File: config.mk
export PLATFORM = sky130hd
export DESIGN_NAME = cov_outer_product
export DESIGN_NICKNAME = d
export VERILOG_FILES = /design/src/rtl/cov_outer_product.sv
export SDC_FILE = /design/constraint.sdc
export NUM_CORES = 1
export LEC_CHECK = 0
export CAP_MARGIN = 15
export CORE_MARGIN = 2
export CORE_UTILIZATION = 55
export DETAILED_ROUTE_END_ITERATION = 10
export MAX_ROUTING_LAYER = met4
export PLACE_DENSITY = 0.88
export SLEW_MARGIN = 20
export SYNTH_ARGS = -nofsm -noshare
export SYNTH_HDL_FRONTEND = slang
export SYNTH_SLANG_ARGS = --single-unit
File: constraint.sdc
create_clock -name clk -period 15 [get_ports clk]
set_input_delay 3.75 -clock clk [delete_from_list [all_inputs] [get_ports clk]]
set_output_delay 3.75 -clock clk [all_outputs]
set_load 0.05 [all_outputs]
File: src/rtl/cov_outer_product.sv
`timescale 1ns/1ps
`default_nettype none
// ============================================================================
// cov_outer_product : centred 4-channel outer product, one shared multiplier
// Revision 1.0
// ============================================================================
module cov_outer_product #(
  parameter int N_SAMPLES = 128,
  parameter int FRAC      = 12
) (
  input  logic        clk,
  input  logic        rst,
  input  logic        start,
  input  logic [15:0] mu1,
  input  logic [15:0] mu2,
  input  logic [15:0] mu3,
  input  logic [15:0] mu4,
  input  logic        in_valid,
  output logic        in_ready,
  input  logic [15:0] x1,
  input  logic [15:0] x2,
  input  logic [15:0] x3,
  input  logic [15:0] x4,
  output logic [15:0] X1X1,
  output logic [15:0] X1X2,
  output logic [15:0] X1X3,
  output logic [15:0] X1X4,
  output logic [15:0] X2X2,
  output logic [15:0] X2X3,
  output logic [15:0] X2X4,
  output logic [15:0] X3X3,
  output logic [15:0] X3X4,
  output logic [15:0] X4X4,
  output logic        out_valid,
  output logic        busy,
  output logic        frame_done
);

  localparam int CW = $clog2(N_SAMPLES) + 1;
  localparam logic [CW-1:0] C_CNT_ONE  = CW'(1);
  localparam logic [CW-1:0] C_CNT_LAST = CW'(N_SAMPLES);
  localparam logic [3:0]    C_IDX_LAST = 4'd9;

  typedef enum logic [2:0] {
    S_IDLE = 3'd0,
    S_LOAD = 3'd1,
    S_MUL  = 3'd2,
    S_OUT  = 3'd3,
    S_DONE = 3'd4
  } state_t;

  state_t r_state, w_next;

  logic signed [15:0] r_mu     [4];
  logic signed [15:0] r_d      [4];
  logic signed [15:0] r_shadow [9];
  logic signed [15:0] r_xo     [10];
  logic [3:0]         r_idx;
  logic [CW-1:0]      r_cnt;

  logic [15:0]        w_x   [4];
  logic [15:0]        w_mu  [4];
  logic signed [15:0] w_a, w_b;
  logic signed [31:0] w_prod, w_shift;
  logic signed [15:0] w_prod_sat;
  logic [CW-1:0]      w_cnt_inc;

  assign w_x  = '{x1, x2, x3, x4};
  assign w_mu = '{mu1, mu2, mu3, mu4};
  assign w_cnt_inc = r_cnt + C_CNT_ONE;

  // 17-bit difference so that the full x - mu range is representable before clamping
  function automatic logic signed [15:0] sat_diff(input logic [15:0] x, input logic [15:0] mu);
    logic signed [16:0] diff;
    diff = $signed({x[15], x}) - $signed({mu[15], mu});
    if (diff > 17'sd32767)
      return 16'sh7fff;
    else if (diff < -17'sd32768)
      return 16'sh8000;
    else
      return diff[15:0];
  endfunction

  // Operand pair for the upper triangle, row-major: 11,12,13,14,22,23,24,33,34,44
  always_comb begin
    w_a = r_d[3];
    w_b = r_d[3];
    case (r_idx)
      4'd0:    begin w_a = r_d[0]; w_b = r_d[0]; end
      4'd1:    begin w_a = r_d[0]; w_b = r_d[1]; end
      4'd2:    begin w_a = r_d[0]; w_b = r_d[2]; end
      4'd3:    begin w_a = r_d[0]; w_b = r_d[3]; end
      4'd4:    begin w_a = r_d[1]; w_b = r_d[1]; end
      4'd5:    begin w_a = r_d[1]; w_b = r_d[2]; end
      4'd6:    begin w_a = r_d[1]; w_b = r_d[3]; end
      4'd7:    begin w_a = r_d[2]; w_b = r_d[2]; end
      4'd8:    begin w_a = r_d[2]; w_b = r_d[3]; end
      default: begin w_a = r_d[3]; w_b = r_d[3]; end
    endcase
  end

  always_comb begin
    w_prod  = w_a * w_b;
    w_shift = w_prod >>> FRAC;
    if (w_shift > 32'sd32767)
      w_prod_sat = 16'sh7fff;
    else if (w_shift < -32'sd32768)
      w_prod_sat = 16'sh8000;
    else
      w_prod_sat = w_shift[15:0];
  end

  always_ff @(posedge clk) begin
    if (rst)
      r_state <= S_IDLE;
    else
      r_state <= w_next;
  end

  always_comb begin
    w_next     = r_state;
    in_ready   = 1'b0;
    out_valid  = 1'b0;
    busy       = 1'b0;
    frame_done = 1'b0;
    case (r_state)
      S_IDLE: if (start) w_next = S_LOAD;
      S_LOAD: begin
        in_ready = 1'b1;
        busy     = 1'b1;
        if (in_valid) w_next = S_MUL;
      end
      S_MUL: begin
        busy = 1'b1;
        if (r_idx == C_IDX_LAST) w_next = S_OUT;
      end
      S_OUT: begin
        out_valid = 1'b1;
        busy      = 1'b1;
        w_next    = (w_cnt_inc == C_CNT_LAST) ? S_DONE : S_LOAD;
      end
      S_DONE: begin
        frame_done = 1'b1;
        w_next     = S_IDLE;
      end
      default: w_next = S_IDLE;
    endcase
  end

  always_ff @(posedge clk) begin
    if (rst) begin
      r_idx <= '0;
      r_cnt <= '0;
      for (int i = 0; i < 4; i++) begin
        r_mu[i] <= '0;
        r_d[i]  <= '0;
      end
      for (int k = 0; k < 9; k++) r_shadow[k] <= '0;
      for (int k = 0; k < 10; k++) r_xo[k] <= '0;
    end else begin
      case (r_state)
        S_IDLE: begin
          if (start) begin
            for (int i = 0; i < 4; i++) r_mu[i] <= w_mu[i];
            r_cnt <= '0;
          end
        end
        S_LOAD: begin
          if (in_valid) begin
            for (int i = 0; i < 4; i++) r_d[i] <= sat_diff(w_x[i], r_mu[i]);
            r_idx <= '0;
          end
        end
        S_MUL: begin
          for (int k = 0; k < 9; k++)
            if (r_idx == 4'(k)) r_shadow[k] <= w_prod_sat;
          // Last product bypasses the shadow so all ten outputs change on OUT entry
          if (r_idx == C_IDX_LAST) begin
            for (int k = 0; k < 9; k++) r_xo[k] <= r_shadow[k];
            r_xo[9] <= w_prod_sat;
            r_idx   <= '0;
          end else begin
            r_idx <= r_idx + 4'd1;
          end
        end
        S_OUT: r_cnt <= w_cnt_inc;
        default: ;
      endcase
    end
  end

  assign X1X1 = r_xo[0];
  assign X1X2 = r_xo[1];
  assign X1X3 = r_xo[2];
  assign X1X4 = r_xo[3];
  assign X2X2 = r_xo[4];
  assign X2X3 = r_xo[5];
  assign X2X4 = r_xo[6];
  assign X3X3 = r_xo[7];
  assign X3X4 = r_xo[8];
  assign X4X4 = r_xo[9];

endmodule
`default_nettype wire

==> results.sh, run 1 <==
export IMPL_wl_per_cell_um=21.0
export IMPL_p_per_area_mw_per_mm2=201
export IMPL_initial_core_util_pct=55.3
export IMPL_p_leak_nw=15.2
export IMPL_synth_net_count=3274
export IMPL_crit_path_max_incr_delay_ns=0.85
export IMPL_rows=86
export IMPL_finalSetupTns_ns=0
export IMPL_hold_viol=0
export IMPL_synth_seq_cells=447
export IMPL_htree_num_levels=2
export IMPL_ant_nets=0
export IMPL_worstSetupStartpoint="r_idx[2]"
export IMPL_async_reset_ff_share_pct=0
export IMPL_die_area_mm2=0.0571
export IMPL_synth_most_common_cell="inv_1"
export IMPL_crit_family="adder cells"
export IMPL_hp_start="r_cnt[1]"
export IMPL_ys_seq_area_share_pct=43.7
export IMPL_first_pass_iters=6
export IMPL_cts_buffers=46
export IMPL_synth_main_ff_cell="edfxtp_1"
export IMPL_fmax_mhz=93.2
export IMPL_regArea_mm2=0.0133
export IMPL_fin_crit_ns=10.73
export IMPL_rsz0062_at_grt="no"
export IMPL_critPathBufInv=6
export IMPL_crit_slowest_cell="nor4b_4"
export IMPL_synth_commonest_cells="439 x inv_1, 432 x edfxtp_1, 265 x fa_1"
export IMPL_die_y_um=239
export IMPL_outcome="completed"
export IMPL_synth_warnings=0
export IMPL_io_buffers=295
export IMPL_cts_sinks=447
export IMPL_crit_type="reg -> reg"
export IMPL_synth_area_leaders="edfxtp_1 43%, fa_1 17%, ha_1 5.9%, inv_1 5.4%, and3_1 3.2%"
export IMPL_fin_nets=3530
export IMPL_ioPinCount=296
export IMPL_grt_pass1_wl_um=122000
export IMPL_fp_coreArea_mm2=0.0549
export IMPL_cts_resized=0
export IMPL_cp_max_fo=52
export IMPL_cts_tree="done"
export IMPL_cp_arrival_ns=10.99
export IMPL_finalMaxSlewViolations=0
export IMPL_cp_required_ns=15.26
export IMPL_drt_first_iter_violations=1761
export IMPL_wl_um=78400
export IMPL_dp_hpwl_um=59900
export IMPL_grt_overflow=0
export IMPL_slew_headroom_pct=20.1
export IMPL_grt_max_degree=96
export IMPL_endpoint_kind="flop"
export IMPL_multi_input_area_mm2=0.0151
export IMPL_worst_pin_slew_ns=1.19
export IMPL_area_growth_synth_to_final_pct=17.0
export IMPL_finalSetupViolCount=0
export IMPL_syn_area_mm2=0.0304
export IMPL_rr_startpoint="r_idx[2]"
export IMPL_clk_path_buf_depth=3
export IMPL_num_antenna_cells=0
export IMPL_post_route_util_pct=64.7
export IMPL_final_layout_size_suffix_gt1_share_pct=4.69
export IMPL_die_w_um=239
export IMPL_syn_avg_cell_area_um2=11.1
export IMPL_grt_use_total_pct=28.5
export IMPL_vdd_drop_max_mv=0.477
export IMPL_gp_congestion=0.984
export IMPL_drc=0
export IMPL_cap_violations=0
export IMPL_grt_pass1_vias=22100
export IMPL_start_kind="flop"
export IMPL_via_per_inst=5.80
export IMPL_fin_crit_sh_pct=71.5
export IMPL_yosysTopAreaCell="edfxtp_1"
export IMPL_path_clk_slew_ns=0.06
export IMPL_cts_hold_buf=0
export IMPL_synth_distinct_cells=84
export IMPL_vias=21600
export IMPL_grt_antenna_before_repair=0
export IMPL_synth_top_area_share_pct=42.7
export IMPL_post_cts_buffers=0
export IMPL_skew_ns=0.0296
export IMPL_crit_top_cell="fa_1"
export IMPL_clkLatencyLatePin_ns=0.59
export IMPL_min_path_type="reg -> reg"
export IMPL_root_buffer="clkbuf_16"
export IMPL_synth_edf_count=432
export IMPL_fillers=4025
export IMPL_syn_inst=2733
## routing by layer
metal | vias to the layer above | part of all wire (%) | GRT usage (%)
met2 | 964 | 50 | 48.9
met4 | 0 | 3.5 | 9.72
met1 | 10600 | 40 | 35.0
li1 | 9869 | - | -
met3 | 164 | 6.5 | 3.79
met5 | - | 0 | -
## cells in the final DEF (no fill, tap or decap), types with 47 or more instances in the layout
cell type	n
fa_1	265
ha_1	144
nand2_1	191
xnor2_1	48
inv_1	439
o21ai_0	68
nor2_1	179
and3_1	153
a21oi_1	95
clkdlybuf4s50_1	295
and2_1	77
a21o_1	47
edfxtp_1	432
## sequential cells by signal (all words and copies together), names as in the netlist
signal    flops
r_mu         64
r_cnt         8
r_shadow    144
r_idx         4
r_d          64
r_xo        160
r_state       3
## path summary, 6_finish.rpt
kind | end | slack, ns | depth (start not counted)
setup / recovery | r_shadow[0][55] | 4.27 | 28
hold / removal | r_cnt[1] | 0.51 | 2
setup reg to reg | r_shadow[0][55] | 4.27 | 28
hold reg to reg | r_cnt[1] | 0.51 | 2
## where the power goes
| part | internal (mW) | switching (mW) |
|---|---|---|
| Combinational | 1.49 | 2.84 |
| Sequential | 1.63 | 0.0795 |
| Clock | 0.620 | 0.485 |
| Total | 3.74 | 3.41 |
## per-stage QoR
step | worst slack (ns) | hold WS (ns) | total power [mW] | std cells | instance area [µm²]
2_1_floorplan | 6.06 | 0.470 | 4.81 | 2733 | 30400
3_3_place_gp | 4.57 | 0.488 | 5.92 | 3645 | 34100
3_5_place_dp | 4.46 | 0.497 | 6.03 | 3645 | 34100
4_1_cts | 4.44 | 0.507 | 7.14 | 3730 | 35500
5_1_grt | 3.68 | 0.528 | 7.70 | 3730 | 35500
6_report | 4.27 | 0.514 | 7.15 | 3730 | 35500
## cell families (layout without fill, tap and decap cells)
| family | after synthesis | count (layout) | share of synthesized area [%] |
|---|---|---|---|
| flip-flops | 447 | 447 | 43.7 |
| multiplexers | 9 | 9 | 0.305 |
| buffers and inverters | 564 | 857 | 7.06 |
| AND/OR/NAND/NOR | 753 | 753 | 12.5 |
| adder cells (fa/ha/maj) | 409 | 409 | 23.4 |
| AO/OA/AOI/OAI | 484 | 484 | 11.1 |
| XOR/XNOR | 67 | 67 | 1.93 |
## area by class of cell
type	instances	share of cell area, %
multi-input combinational	1722	42.4
sequential	447	37.4
timing repair buffer	332	9.09
inverter	440	4.65
clock buffer	54	3.32
tap	704	2.48
clock inverter	31	0.736
## worst min-delay path: cells and delay by family (launching register included)
kind               cells  cell delay, ns
AOI/OAI and AO/OA      1            0.06
and+or+nand+nor        1            0.08
DFF                    1            0.33
No activity file was read; power rests on OpenSTA's default activity.
==> run 2: changes to the inputs <==
--- a/config.mk
+++ b/config.mk
@@ -7,10 +7,10 @@
 export LEC_CHECK = 0
 export CAP_MARGIN = 15
 export CORE_MARGIN = 2
-export CORE_UTILIZATION = 55
+export CORE_UTILIZATION = 53
 export DETAILED_ROUTE_END_ITERATION = 10
 export MAX_ROUTING_LAYER = met4
-export PLACE_DENSITY = 0.88
+export PLACE_DENSITY = 0.89
 export SLEW_MARGIN = 20
 export SYNTH_ARGS = -nofsm -noshare
 export SYNTH_HDL_FRONTEND = slang
==> constraint.sdc (replaced) <==
create_clock -name clk -period 8.6 [get_ports clk]
set_input_delay 2.15 -clock clk [delete_from_list [all_inputs] [get_ports clk]]
set_output_delay 2.15 -clock clk [all_outputs]
set_load 0.05 [all_outputs]
==> run 2 against run 1 <==
- count of clock-buffer cells in the layout down 3
- largest power group unchanged
- total power increased by 110%
- sequential power is 75% higher
- register-to-register slack got worse by 4.1 ns
- maximum frequency up 27%
- design area increased by 4.4%
- critical path depth rose by 4
- largest cell class unchanged
- setup slack worse by 4.1 ns
- non-clock buffer count rose by 160
==> results.sh, run 2 (same netlist as run 1, synthesis figures left out) <==
export IMPL_p_leak_nw=16.1
export IMPL_top_regs="r_xo: 160 flops, r_shadow: 144 flops"
export IMPL_finalMaxSlewViolations=0
export IMPL_min_path_type="reg -> reg"
export IMPL_hold_viol=0
export IMPL_fin_crit_sh_pct=98.5
export IMPL_p_per_area_mw_per_mm2=414
export IMPL_drc=0
export IMPL_wl_per_cell_um=22.2
export IMPL_dp_cells=3838
export IMPL_htree_num_levels=2
export IMPL_cts_sinks=447
export IMPL_drt_first_iter_violations=2178
export IMPL_final_cell_mix="438 x inv_1, 432 x edfxtp_1, 295 x clkdlybuf4s50_1"
export IMPL_root_buffer="clkbuf_16"
export IMPL_hold_slack_ns=0.508
export IMPL_postPlaceCellArea_mm2=0.0353
export IMPL_rr_startpoint="r_idx[2]"
export IMPL_cp_arrival_ns=8.80
export IMPL_via_per_inst=5.82
export IMPL_skew_ns=0.0299
export IMPL_cp_required_ns=8.93
export IMPL_crit_top_cell="buf_4"
export IMPL_fillers=4100
export IMPL_fmax_mhz=118
export IMPL_fin_crit_ns=8.47
export IMPL_worstSetupStartpoint="r_idx[2]"
export IMPL_die_w_um=243
export IMPL_clk_path_buf_depth=3
export IMPL_layout_commonest_cell="inv_1"
export IMPL_finalSetupTns_ns=0
export IMPL_grt_use_total_pct=30.3
export IMPL_grt_pass1_vias=23400
export IMPL_fp_coreArea_mm2=0.0565
export IMPL_path_clk_slew_ns=0.06
export IMPL_cts_buffers=44
export IMPL_rsz0062_at_grt="yes"
export IMPL_ant_nets=0
export IMPL_cp_max_fo=15
export IMPL_clkLatencyLatePin_ns=0.61
export IMPL_fin_cells=3940
export IMPL_regMostFlops="r_xo"
export IMPL_io_buffers=295
export IMPL_die_area_mm2=0.0592
export IMPL_grt_antenna_before_repair=1
export IMPL_final_layout_size_suffix_gt1_share_pct=10.7
export IMPL_crit_path_max_incr_delay_ns=0.64
export IMPL_fin_nets=3688
export IMPL_grt_max_degree=88
export IMPL_start_kind="flop"
export IMPL_stdcell_area_mm2=0.0371
export IMPL_design_power_total_mw=15.3
export IMPL_crit_slowest_cell="fa_1"
export IMPL_rows=87
export IMPL_cts_hold_buf=0
export IMPL_vias=22900
export IMPL_area_growth_synth_to_final_pct=22.1
export IMPL_grt_pass1_wl_um=134000
export IMPL_rrSetupSlack_ns=0.13
export IMPL_endpoint_kind="flop"
export IMPL_reg2reg_to="r_shadow[0][29]"
export IMPL_dp_hpwl_um=67000
export IMPL_outcome="completed"
export IMPL_crit_type="reg -> reg"
export IMPL_die_y_um=243
export IMPL_ff2ff_path_depth=32
export IMPL_cts_tree="done"
export IMPL_worst_pin_slew_ns=1.12
export IMPL_cap_violations=0
export IMPL_finalSetupViolCount=0
export IMPL_min_to="r_cnt[1]"
export IMPL_slew_headroom_pct=25.0
export IMPL_vdd_drop_max_mv=1.12
export IMPL_gp_congestion=1.03
export IMPL_largest_reg_flops=160
export IMPL_hold_depth=2
export IMPL_first_pass_iters=7
export IMPL_wl_um=87500
export IMPL_ioPinCount=296
export IMPL_hp_start="r_cnt[1]"
export IMPL_grt_overflow=0
export IMPL_initial_core_util_pct=53.7
[run 2: changes by cell type in the layout (fill, tap and decap cells not counted), moves of 4 or more]
cell     before  now
o31ai_2       5   13
a21oi_2       0    5
o31ai_1      38   29
dfxtp_4       0    4
a21oi_1      95   90
buf_12        0    7
buf_4        37  185
[run 2: worst max path at each step]
stage               cells after the start          endpoint  slack [ns]
floorplan                              31  r_shadow[0][102]       0.009
global placement                       32   r_shadow[0][74]        0.17
detailed placement                     28    r_shadow[0][1]      -0.006
CTS                                    28   r_shadow[0][33]        0.03
global route                           32  r_shadow[0][132]       -0.16
finish                                 32   r_shadow[0][29]        0.13
[run 2: repair_timing]
item,4_1_cts,5_1_grt
pin swaps,0,19
cloned,0,2
gates resized for setup,4,45
setup buffers,0,17
setup endpoints to repair,107,159
[run 2: per-stage QoR]
| stage | util (%) | setup WS (ns) |
|---|---|---|
| 4_1_cts | 65.0 | 0.0340 |
| 5_1_grt | 65.6 | -0.159 |
| 6_report | 65.6 | 0.127 |
| 2_1_floorplan | - | 0.00909 |
| 3_3_place_gp | 62.6 | 0.169 |
| 3_5_place_dp | 62.6 | -0.00567 |
[run 2: layer usage]
metal	up-vias	share of wire, %	GRT usage (%)
met2	1354	49	50.1
met1	11100	37	36.4
li1	10200	-	-
met3	329	8.0	4.31
met5	-	0	-
met4	0	6.1	15.4
[run 2: area by class of cell]
| class | instances | area (µm²) | area share (%) |
|---|---|---|---|
| timing repair buffer | 492 | 4550 | 12.3 |
| inverter | 440 | 1650 | 4.45 |
| antenna | 1 | 2.50 | 0.00675 |
| clock inverter | 31 | 240 | 0.648 |
| clock buffer | 51 | 1130 | 3.04 |
| multi-input combinational | 1722 | 15300 | 41.2 |
| tap | 756 | 946 | 2.55 |
| sequential | 447 | 13300 | 35.8 |
[run 2: worst max-delay path, delay by kind of cell, from the launching register on]
family / cells / cell delay (ns)
simple gates: 7 / 0.92
flops: 1 / 0.38
fa+ha+maj: 7 / 3.67
compound gates: 6 / 1.34
buf+inv: 12 / 1.87
[run 2: power breakdown]
part | switching (mW) | internal, mW | total (mW)
Sequential | 0.158 | 2.84 | 3.00
Combinational | 6.28 | 4.20 | 10.5
Clock | 0.868 | 0.986 | 1.85
